## src/rtl/bp_pkg.sv

```systemverilog
// Shared types and helpers for the branch target predictor.
// Entry fields are sized for the widest supported configuration; narrower instances zero-extend.
package bp_pkg;

    localparam int MAX_PC_WIDTH = 64;
    localparam int MAX_CTR_BITS = 8;

    typedef logic [MAX_PC_WIDTH-1:0] bp_addr_t;
    typedef logic [MAX_CTR_BITS-1:0] bp_ctr_t;

    typedef struct packed {
        logic     valid;
        bp_addr_t tag;
        bp_addr_t target;
        logic     is_jump;
        bp_ctr_t  ctr;
    } bp_entry_t;

    function automatic bp_ctr_t ctr_max(input int bits);
        return bp_ctr_t'((1 << bits) - 1);
    endfunction

    function automatic bp_ctr_t ctr_weak_t(input int bits);
        return bp_ctr_t'(1 << (bits - 1));
    endfunction

    function automatic bp_ctr_t ctr_weak_nt(input int bits);
        return bp_ctr_t'((1 << (bits - 1)) - 1);
    endfunction

    // Word-aligned index: pc[ib+1:2], returned zero-extended.
    function automatic bp_addr_t bp_index(input bp_addr_t pc, input int ib);
        bp_addr_t mask;
        mask = (bp_addr_t'(1) << ib) - bp_addr_t'(1);
        return (pc >> 2) & mask;
    endfunction

    function automatic bp_addr_t bp_tag(input bp_addr_t pc, input int ib);
        return pc >> (ib + 2);
    endfunction

endpackage

```

## src/rtl/bp_sat_ctr.sv

```systemverilog
// Saturating up/down next-value function for a direction counter.
module bp_sat_ctr #(
    parameter int CTR_BITS = 2
) (
    input  logic [CTR_BITS-1:0] ctr,
    input  logic                up,
    output logic [CTR_BITS-1:0] ctr_next
);

    always_comb begin
        ctr_next = ctr;
        if (up) begin
            if (ctr != '1) ctr_next = ctr + CTR_BITS'(1);
        end else begin
            if (ctr != '0) ctr_next = ctr - CTR_BITS'(1);
        end
    end

endmodule

```

## src/rtl/branch_target_predictor.sv

```systemverilog
// Direct-mapped BTB with per-entry direction counters: zero-latency fetch lookup,
// MEM-stage update with mispredict/redirect, and saturating resolution statistics.
module branch_target_predictor
    import bp_pkg::*;
#(
    parameter int PC_WIDTH   = 32,
    parameter int ENTRIES    = 16,
    parameter int CTR_BITS   = 2,
    parameter int STAT_WIDTH = 32
) (
    input  logic                  clk,
    input  logic                  rst,
    input  logic                  pred_en,
    input  logic                  clear,
    input  logic [PC_WIDTH-1:0]   if_pc,
    output logic                  pred_taken,
    output logic [PC_WIDTH-1:0]   pred_next_pc,
    input  logic                  upd_valid,
    input  logic [PC_WIDTH-1:0]   upd_pc,
    input  logic                  upd_is_branch,
    input  logic                  upd_is_jump,
    input  logic                  upd_taken,
    input  logic [PC_WIDTH-1:0]   upd_target,
    input  logic                  upd_pred_taken,
    input  logic [PC_WIDTH-1:0]   upd_pred_target,
    output logic                  mispredict,
    output logic [PC_WIDTH-1:0]   redirect_pc,
    output logic [STAT_WIDTH-1:0] stat_resolved,
    output logic [STAT_WIDTH-1:0] stat_mispredict
);

    localparam int      IB          = $clog2(ENTRIES);
    localparam bp_ctr_t CTR_WEAK_T  = ctr_weak_t(CTR_BITS);
    localparam bp_ctr_t CTR_WEAK_NT = ctr_weak_nt(CTR_BITS);
    localparam bp_entry_t RESET_ENTRY = '{valid: 1'b0, tag: '0, target: '0,
                                          is_jump: 1'b0, ctr: CTR_WEAK_NT};

    bp_entry_t table_q [ENTRIES];

    bp_addr_t      lk_pc;
    logic [IB-1:0] lk_idx;
    bp_entry_t     lk_entry;
    logic          lk_hit;

    assign lk_pc    = bp_addr_t'(if_pc);
    assign lk_idx   = IB'(bp_index(lk_pc, IB));
    assign lk_entry = table_q[lk_idx];
    assign lk_hit   = lk_entry.valid && (lk_entry.tag == bp_tag(lk_pc, IB));

    // Counter MSB set is the same as being at or above the weakly-taken value.
    assign pred_taken   = pred_en && lk_hit && (lk_entry.is_jump || (lk_entry.ctr >= CTR_WEAK_T));
    assign pred_next_pc = pred_taken ? PC_WIDTH'(lk_entry.target) : if_pc + PC_WIDTH'(4);

    bp_addr_t      up_pc;
    logic [IB-1:0] up_idx;
    logic          up_hit;
    logic          upd_ctrl;
    logic          ctr_step;
    logic [CTR_BITS-1:0] ctr_next;
    bp_entry_t     new_entry;

    assign up_pc    = bp_addr_t'(upd_pc);
    assign up_idx   = IB'(bp_index(up_pc, IB));
    assign up_hit   = table_q[up_idx].valid && (table_q[up_idx].tag == bp_tag(up_pc, IB));
    assign upd_ctrl = upd_is_branch || upd_is_jump;
    // Jump wins when both type flags are set, so the counter only moves for pure branches.
    assign ctr_step = upd_is_branch && !upd_is_jump;

    assign mispredict = upd_valid && (upd_ctrl
        ? ((upd_pred_taken != upd_taken) || (upd_taken && (upd_pred_target != upd_target)))
        : upd_pred_taken);
    assign redirect_pc = upd_taken ? upd_target : upd_pc + PC_WIDTH'(4);

    bp_sat_ctr #(.CTR_BITS(CTR_BITS)) u_sat_ctr (
        .ctr      (CTR_BITS'(table_q[up_idx].ctr)),
        .up       (upd_taken),
        .ctr_next (ctr_next)
    );

    assign new_entry = '{valid: 1'b1, tag: bp_tag(up_pc, IB), target: bp_addr_t'(upd_target),
                         is_jump: upd_is_jump, ctr: CTR_WEAK_T};

    always_ff @(posedge clk or posedge rst) begin
        if (rst) begin
            for (int i = 0; i < ENTRIES; i++) table_q[i] <= RESET_ENTRY;
            stat_resolved   <= '0;
            stat_mispredict <= '0;
        end else begin
            if (clear) begin
                for (int i = 0; i < ENTRIES; i++) table_q[i].valid <= 1'b0;
            end else if (upd_valid) begin
                if (upd_ctrl) begin
                    if (up_hit) begin
                        if (ctr_step) table_q[up_idx].ctr <= bp_ctr_t'(ctr_next);
                        if (upd_taken) table_q[up_idx].target <= bp_addr_t'(upd_target);
                        table_q[up_idx].is_jump <= upd_is_jump;
                    end else if (upd_taken) begin
                        table_q[up_idx] <= new_entry;
                    end
                end else if (up_hit) begin
                    // A non-control instruction hit means a stale alias; drop it.
                    table_q[up_idx].valid <= 1'b0;
                end
            end
            if (upd_valid && upd_ctrl && (stat_resolved != '1))
                stat_resolved <= stat_resolved + STAT_WIDTH'(1);
            if (mispredict && (stat_mispredict != '1))
                stat_mispredict <= stat_mispredict + STAT_WIDTH'(1);
        end
    end

endmodule

```

## config.mk

```make
export PLATFORM = sky130hd
export DESIGN_NAME = branch_target_predictor
export DESIGN_NICKNAME = d
export VERILOG_FILES = /design/src/rtl/bp_pkg.sv /design/src/rtl/bp_sat_ctr.sv /design/src/rtl/branch_target_predictor.sv
export SDC_FILE = /design/constraint.sdc
export NUM_CORES = 2
export LEC_CHECK = 0
export ABC_AREA = 1
export ABC_CLOCK_PERIOD_IN_PS = 80500
export BUFFER_PORTS_ARGS = -buffer_cell sky130_fd_sc_hd__buf_2
export CAP_MARGIN = 30
export CORE_ASPECT_RATIO = 1.2
export CORE_MARGIN = 3
export CORE_UTILIZATION = 60
export DETAILED_ROUTE_END_ITERATION = 16
export PLACE_DENSITY = 0.88
export SYNTH_ARGS = -nofsm -noshare
export SYNTH_HDL_FRONTEND = slang
export SYNTH_HIERARCHICAL = 1
export SYNTH_SLANG_ARGS = --single-unit
```

## constraint.sdc

```tcl
create_clock -name clk -period 80.5 [get_ports clk]
set_input_delay 4.025 -clock clk [delete_from_list [all_inputs] [get_ports clk]]
set_output_delay 4.025 -clock clk [all_outputs]
set_load 0.03 [all_outputs]
```

==> run metrics <==
status finished, final reports clean; synth cell count leaders nand2_1, o21ai_0, dfrtp_1, inv_1, nor2_1; final wirelength 250,000 microns; clk_lat worst skew 0.80 ns; hold_sp table_q[966]; Top Ports around 270; port bufs 266; hold slack 0.461 ns; top cells by area, synth dfrtp_1, o21ai_0, nand2_1; ys flop type dfrtp_1; worst path required time 76.47 ns; FFs w/ async S/R, synth 100%; Post-synth EDFFs 0; hold_buf cts 0; Synth Register Bits roughly 1,200; Area Growth Syn to Fin 8.80%; CP dominant cell by count nand2_1; drt first-iter violations 11,300; worst reg2reg path depth 16; Met3 Wirelength 36,300 microns; CTS sink cnt 1,152; Ys Warns 6; period utilization between 10% and 20%; Placed Cells approximately 10,000; DRT Pass-1 Iters 10; fin cells 10,500; Vias per Instance 6.42; Starting Density 60.9%; H-tree depth 3; Hold Vio Cnt, Final 0; Reg2Reg Setup Slack 76.22 ns; distinct cell type count after synthesis 51; leakage 33.3 nW; Top Layer Used met5; critical path arrival roughly 9 ns; Synth area leader dfrtp_1; PostCTS Resize Cnt 0; Worst R2R Start table_q[2008]; kind of critical path in2out; # nets final 9,125; Post-CTS Repair Setup Buffers 0; power after layout around 0.0017 W; Final Max Slew Viols 0; core footprint roughly 110,000 sq um; Tmin final 13.27 ns; slowest stage delay, CP 0.86 ns; drt drc 0; Hold Crit Class reg2reg; Clock Skew 0.0664 ns; Final setup viols 0; via count approximately 67,000; FF-to-FF End table_q[1315]; Crit path buffers/inverters 4; CP Capture Type output port; vias in the first global route 63,400; synthesized cell area 65,200 sq um; syn_area_per_cell 7.09 sq um; global-route wire length before repair approximately 380,000 microns; clock tree buffer depth 3; row count about 130; post-DR wirelength/cell 23.8 microns; cell depth of the worst hold path 2; final setup TNS 0 ns; met2 wire length 104,000 microns; unrepaired setup endpoints after global routing no; crit-path leading delay family buffers and inverters; CTS root buf clkbuf_16; hold endpoint table_q[966]; routability cong. between 1 and 1.5; Die X-Extent 307 microns; initial antenna violation count 18; Synth top area share ~44%; GRT Total Usage 43.3%; Max-slew headroom 16.8%; DIE HEIGHT between 300 and 400 microns; register area share after synthesis 44.2%; Routed met1 length 88,300 microns; clk slew on worst S/H paths roughly 0.07 ns; CP startpoint kind primary input; crit path max-delay cell type buf_4; detailed placement HPWL approximately 160,000 microns; VDD IR max 0.0193 mV; ratio of cells with drive above 1 in the final layout 7.65%; post-synthesis cell count 9,199; worst-path cell chain buf_8, buf_4, buf_4, a21oi_1, o21ai_0, nand3_1, nand3_1, nand2_1, nand2_1, nand2_1, nor2_1, nand4_1, nor2_1, nand2_1, nor2_4, o21ai_0, o21ai_0, buf_2; CTS Buf Count 118; grt ovf 0; worst slew pin tran 1.25 ns; total of max-cap violations 0; post-detailed-route count of antenna-violating nets 0; Post-Synthesis Net Count 9,343; die area 113,000 sq um; CTS tree built; fmax 75.4 MHz; pwr dens 23.6 nW/um^2; critical path peak fanout 97; most common cell in the netlist nand2_1; largest net degree at the start of global routing about 260
==> final cells by class <==
cell class                      count  area, sq um
Antenna cell                       14         35.0
Inverter                          852         3230
Tap cell                         1396         1750
Clock buffer                      166         3370
Fill cell                        8830        36100
Clock inverter                     56          850
Sequential cell                  1152        28800
Timing Repair Buffer              369         2430
Multi-Input combinational cell   6488        30500
==> cell families (layout without fill, tap and decap cells) <==
kind of cell / count (synthesis) / count (layout) / share of synthesized area [%]
other: 0 / 14 / 0
adder cells (fa/ha/maj): 7 / 7 / 0.134
multiplexers: 1 / 1 / 0.0153
XOR/XNOR: 118 / 118 / 1.58
flip-flops: 1152 / 1152 / 44.2
buffers and inverters: 1559 / 1443 / 9.40
AO/OA/AOI/OAI: 2742 / 2742 / 21.9
AND/OR/NAND/NOR: 3620 / 3620 / 22.7
==> flip-flops by register name, indices dropped and copies added (netlist names) <==
name             count
stat_mispredict     32
stat_resolved       32
table_q           1088
==> where the power goes <==
group	internal, W	total [W]	switching, W
clock network	0.000351	0.000603	0.000253
registers	0.000682	0.000748	0.0000660
logic	0.0000988	0.000321	0.000222
==> stage by stage <==
| stage | worst slack (ns) | utilization [%] | cell area, sq um |
|---|---|---|---|
| floorplan | 44.06 | - | 65200 |
| global placement | 67.67 | 62.0 | 66400 |
| detailed placement | 67.58 | 62.1 | 66500 |
| CTS | 67.56 | 66.1 | 70700 |
| global route | 67.09 | 66.3 | 70900 |
| finish | 67.23 | 66.3 | 71000 |
==> cells in the final DEF, fill, tap and decap left out, types with 72 or more instances in the layout <==
| cell | netlist | routed |
|---|---|---|
| a21oi_1 | 535 | 535 |
| clkbuf_16 | 0 | 118 |
| buf_4 | 18 | 85 |
| inv_1 | 820 | 812 |
| nand3_1 | 433 | 432 |
| o21ai_0 | 1906 | 1906 |
| nand4_1 | 72 | 72 |
| o211ai_1 | 183 | 183 |
| nor2_1 | 560 | 535 |
| buf_2 | 126 | 261 |
| dfrtp_1 | 1136 | 1136 |
| nand2_1 | 2413 | 2406 |
| xor2_1 | 76 | 76 |
==> worst max path at each step <==
stage          startpoint            endpoint  slack [ns]  depth (start not counted)
2_1_floorplan         rst  stat_mispredict[0]       44.06                          1
3_3_place_gp     if_pc[2]    pred_next_pc[30]       67.67                         20
3_5_place_dp     if_pc[2]     pred_next_pc[7]       67.58                         18
4_1_cts          if_pc[2]     pred_next_pc[7]       67.56                         18
5_1_grt          if_pc[2]     pred_next_pc[1]       67.09                         18
6_report         if_pc[2]     pred_next_pc[7]       67.23                         18
==> tightest hold or removal path, cell delays in order (launching register included) <==
cell,delay (ns)
dfstp_2,0.37
nand2_1,0.05
nand2_1,0.04
==> metal layers <==
metal	global-route usage, %	up-vias
li1	-	29600
met1	54.9	31200
met2	62.5	5263
met3	14.0	1306
met4	30.7	2
met5	0.904	-
No activity file was read; power rests on OpenSTA's default activity.
